**src/rtl/stack_alu_sequencer.sv**
```systemverilog
// Clocked sequencer for a stack-based ALU: pops operands, drives the ALU, captures the
// result and flags, pushes the result back, and guards the stack depth.
module stack_alu_sequencer #(
   parameter int WIDTH = 8,
   parameter int DEPTH = 8
) (
   input  logic                       clk,
   input  logic                       rst,
   input  logic                       instr_valid,
   output logic                       instr_ready,
   input  logic [1:0]                 inst_code,
   input  logic [2:0]                 op_code,
   input  logic [WIDTH-1:0]           imm,
   input  logic [WIDTH-1:0]           stack_top,
   output logic                       stack_push,
   output logic                       stack_pop,
   output logic [WIDTH-1:0]           stack_wdata,
   output logic [WIDTH-1:0]           alu_a,
   output logic [WIDTH-1:0]           alu_b,
   output logic [1:0]                 selector,
   input  logic [WIDTH-1:0]           alu_result,
   input  logic [2:0]                 alu_flags,
   output logic [2:0]                 flags,
   output logic [$clog2(DEPTH+1)-1:0] depth,
   output logic                       busy,
   output logic                       err,
   output logic [1:0]                 err_code,
   input  logic                       err_clr
);

   localparam int DW = $clog2(DEPTH+1);
   localparam logic [DW-1:0] FULL = DW'(DEPTH);

   typedef enum logic [2:0] {S_IDLE, S_POP_A, S_POP_B, S_EXEC, S_PUSH, S_ERR} state_t;
   typedef enum logic [1:0] {I_NOP = 2'b00, I_PUSH = 2'b01, I_ALU = 2'b10, I_POP = 2'b11} inst_t;

   state_t           r_state;
   logic             r_is_pop;
   logic             r_is_unary;
   logic [WIDTH-1:0] r_wdata;
   logic [WIDTH-1:0] r_a;
   logic [WIDTH-1:0] r_b;
   logic [1:0]       r_sel;
   logic [2:0]       r_flags;
   logic [DW-1:0]    r_depth;
   logic             r_err;
   logic [1:0]       r_err_code;

   logic             w_unary;
   logic [1:0]       w_alu_sel;
   logic             w_alu_short;

   assign w_unary     = (op_code == 3'b100) || (op_code == 3'b111);
   assign w_alu_sel   = (op_code == 3'b100) ? 2'b10 :
                        (op_code == 3'b111) ? 2'b11 : 2'b01;
   // Underflow check uses the depth seen before this instruction is accepted.
   assign w_alu_short = w_unary ? (r_depth == '0) : (r_depth < DW'(2));

   always_ff @(posedge clk) begin
      if (rst) begin
         r_state    <= S_IDLE;
         r_is_pop   <= 1'b0;
         r_is_unary <= 1'b0;
         r_wdata    <= '0;
         r_a        <= '0;
         r_b        <= '0;
         r_sel      <= 2'b00;
         r_flags    <= 3'b000;
         r_depth    <= '0;
         r_err      <= 1'b0;
         r_err_code <= 2'b00;
      end else begin
         // NOTE: non-blocking assignments so every register in this block sees pre-edge values.
         case (r_state)
            S_IDLE: begin
               if (instr_valid) begin
                  r_sel      <= (inst_t'(inst_code) == I_ALU) ? w_alu_sel : 2'b00;
                  r_is_pop   <= (inst_t'(inst_code) == I_POP);
                  r_is_unary <= w_unary;
                  case (inst_t'(inst_code))
                     I_NOP: r_state <= S_IDLE;
                     I_PUSH: begin
                        if (r_depth == FULL) begin
                           r_state    <= S_ERR;
                           r_err      <= 1'b1;
                           r_err_code <= 2'b01;
                        end else begin
                           r_wdata <= imm;
                           r_state <= S_PUSH;
                        end
                     end
                     I_POP: begin
                        if (r_depth == '0) begin
                           r_state    <= S_ERR;
                           r_err      <= 1'b1;
                           r_err_code <= 2'b10;
                        end else begin
                           r_state <= S_POP_A;
                        end
                     end
                     I_ALU: begin
                        if (w_alu_short) begin
                           r_state    <= S_ERR;
                           r_err      <= 1'b1;
                           r_err_code <= 2'b10;
                        end else begin
                           r_state <= S_POP_A;
                        end
                     end
                     default: r_state <= S_IDLE;
                  endcase
               end
            end
            S_POP_A: begin
               r_a     <= stack_top;
               r_depth <= r_depth - DW'(1);
               if (r_is_pop)        r_state <= S_IDLE;
               else if (r_is_unary) r_state <= S_EXEC;
               else                 r_state <= S_POP_B;
            end
            S_POP_B: begin
               // First popped value becomes operand b.
               r_b     <= r_a;
               r_a     <= stack_top;
               r_depth <= r_depth - DW'(1);
               r_state <= S_EXEC;
            end
            S_EXEC: begin
               r_wdata <= alu_result;
               r_flags <= alu_flags;
               r_state <= S_PUSH;
            end
            S_PUSH: begin
               r_depth <= r_depth + DW'(1);
               r_state <= S_IDLE;
            end
            S_ERR: begin
               if (err_clr) begin
                  r_err      <= 1'b0;
                  r_err_code <= 2'b00;
                  r_state    <= S_IDLE;
               end
            end
            default: r_state <= S_IDLE;
         endcase
      end
   end

   assign instr_ready = (r_state == S_IDLE);
   assign busy        = (r_state != S_IDLE);
   assign stack_pop   = (r_state == S_POP_A) || (r_state == S_POP_B);
   assign stack_push  = (r_state == S_PUSH);
   assign stack_wdata = r_wdata;
   assign alu_a       = r_a;
   assign alu_b       = r_b;
   assign selector    = r_sel;
   assign flags       = r_flags;
   assign depth       = r_depth;
   assign err         = r_err;
   assign err_code    = r_err_code;

endmodule
```
**config.mk**
```make
export PLATFORM = sky130hd
export DESIGN_NAME = stack_alu_sequencer
export DESIGN_NICKNAME = d
export VERILOG_FILES = /design/src/rtl/stack_alu_sequencer.sv
export SDC_FILE = /design/constraint.sdc
export NUM_CORES = 1
export LEC_CHECK = 0
export CAP_MARGIN = 5
export CORE_ASPECT_RATIO = 1.2
export CORE_MARGIN = 1
export CORE_UTILIZATION = 43
export CTS_CLUSTER_DIAMETER = 100
export DETAILED_ROUTE_END_ITERATION = 16
export PLACE_DENSITY = 0.88
export SLEW_MARGIN = 40
export SYNTH_ARGS = -nofsm -noshare
export SYNTH_HDL_FRONTEND = slang
export SYNTH_SLANG_ARGS = --single-unit
```
**constraint.sdc**
```tcl
create_clock -name clk -period 3.16 [get_ports clk]
set_clock_uncertainty 0.1 [all_clocks]
set_input_delay 0.316 -clock clk [delete_from_list [all_inputs] [get_ports clk]]
set_output_delay 0.316 -clock clk [all_outputs]
set_load 0.01 [all_outputs]
```
==> results.md <==
* Status: finished clean
* Utilization after layout at 68.7%
* Dpl cells at 311
* Row count at 25
* Post-route ant nets at 0
* Tmin final at 2550 ps
* Vias in the first global route at 1,529
* Pwr per Cell Area at 646 nW/um^2
* GR Util All Layers at 19.2%
* Largest net degree at the start of global routing at 20
* Clock Latency Late Sink at 290 ps
* WHS at 376 ps
* IO buf count at 75
* Total global routing overflow at 0
* # hold bufs at CTS at 0
* Leakage at 1.08 nW
* Clk root buf: clkbuf_8
* Most common cell after layout, fill and taps aside: clkdlybuf4s50_1
* Max VDD drop at 495 uV
* Inserted Clock Buffers at 5
* Deepest clock path buffer count at 2
* Number of diodes at 0
* Drt initial violations at 68
* TritonCTS clock tree: built
* Hold Fails Final Rpt at 0
* Clock Sinks at 41
* WHS Endpoint: selector[1]
* Syn avg cell area at 9.83 um^2
* Full die area at 4610 um^2
* CTS H-tree depth at 2
* Nets at 303
* Mapped cell area at 1870 um^2
* Residual DRC at 0
* Top cell type's share of synthesized area at 44.0%
* Flop2flop setup slack at 610 ps
* Final HPWL DP at 3.15 mm
* Crit path max fanout at 12
* Setup crit end kind: flop
* Hold Path Cell Cnt at 2
* Crit Path Class: flop to flop
* Hold Crit Class: flop to flop
* Sequential area share after synthesis at 44.0%
* Seq cells post-synth at 41
* Core Area at 4040 um^2
* Crit share post-route at 80.7%
* Tightest Pin Transition at 845 ps
* Total Wirelength at 4.34 mm
* RD Place Congestion at 0.757
* FF-to-FF path depth at 6
* Total power at 1.79 mW
* Setup Fix Bufs, Post-CTS at 0
* Ys Warns at 0
* Routed length per instance at 13.6 um
* Fraction of layout cells with a size suffix above 1 at 9.43%
* Reg-to-reg endpoint: depth[3]
* PnR worst setup slack at 611 ps
* Critical Path AT at 2630 ps
* Critical Path RT at 3240 ps
* Placed Instance Area at 2650 um^2
* Initial core utilization at 46.3%
* Num ports at 76
* Slew headroom at 43.5%
* Die Ht at 74.2 um
* Max-cap violations at 0
* Filler-free cell count of the finished design at 319
* Commonest non-fill, non-tap cells in the layout: 75 x clkdlybuf4s50_1, 41 x dfxtp_1, 34 x nor2_1, 30 x mux2i_1, 11 x a211oi_1
* Largest area contributor in the netlist: dfxtp_1
* Worst-path clk slew at 80 ps
* RR Startpoint: r_state[2]
* RSZ-0062 raised after global routing: false
* Mapped Nets at 229
* Vias post-DR at 1,626
* Total negative slack at 0 ps
* Max-slew violation count at 0
* Worst slack, placed at 629 ps
* Top post-synthesis cells by area: dfxtp_1 44%, mux2i_1 16%, nor2_1 6.8%, a211oi_1 4.4%, a21oi_1 2.1%
* Synthesized instance count at 190
* Area added between synthesis and finish at 48.5%
* First-pass iteration count of the detailed router at 5
* Origin of the worst setup path: r_state[2]
* Fmax at 392 MHz
* CTS resizes at 0
* Yosys cell types at 35
* # setup viols final at 0
* Hold Startpoint: selector[1]
* Antenna violations before repair at 0
* Vias per inst at 5.10
* CP Launch Type: flop
* Die X at 62.2 um
* Fin area at 2770 um^2
* First-pass GRT wire length at 6.96 mm
[worst max-delay path by stage]
stage | end | cells past startpoint
finish | depth[3] | 6
global route | depth[3] | 6
CTS | depth[3] | 6
detailed placement | depth[3] | 6
global placement | depth[3] | 6
floorplan | depth[3] | 7
[logic make-up after synthesis]
logic type	synth area share, %
buf+inv	4.36
simple gates	17.4
flops	44.0
xor+xnor	1.88
mux	17.3
fa+ha+maj	2.41
compound gates	12.7
[worst max-delay path, stage by stage (launching register included)]
cell     delay [ps]
dfxtp_1         540
or3b_2          560
ha_1            310
a21o_1          170
a21oi_1         180
mux2i_1         220
mux2_2          350
[registers in the layout, summed over array words and instances, names as in the netlist]
name and cells:
alu_b 8, stack_wdata 8, r_is_unary 1, err_code 2, r_is_pop 1, depth 4
selector 2, r_state 3, flags 3, alu_a 8, err 1
[Yosys cell counts (all sizes together)]
library cell,number
dfxtp,41
nor2,35
mux2i,30
a211oi,13
a21oi,8
buf,6
clkbuf,6
nand2,5
nand2b,5
nand3b,4
xnor2,4
and2,3
inv,3
o21ai,3
ha,2
mux2,2
nand3,2
nor2b,2
o21ba,2
or3,2
or3b,2
a21o,1
and3b,1
fa,1
nor3b,1
nor4b,1
o21a,1
o21bai,1
o221a,1
o31ai,1
or4b,1
[report_power, final]
| part | internal [mW] | switching, mW |
|---|---|---|
| clock network | 0.257 | 0.184 |
| registers | 0.594 | 0.0863 |
| logic | 0.382 | 0.287 |
[cell type report]
cell class	instances	area, um^2
multi-input combinational	134	971
timing repair buffer	79	781
tap	54	67.6
clock inverter	2	37.5
clock buffer	6	82.6
inverter	3	11.3
fill	298	1260
sequential	41	821
[per-layer routing]
layer  routed length, um  GRT usage, %  up-vias
li1                    -             -      804
met1                1830          22.0      753
met2                2100          33.0       65
met3                 364          7.06        4
met4                  50          7.49        0
met5                   0             0        -
No activity file was read; power rests on OpenSTA's default activity.
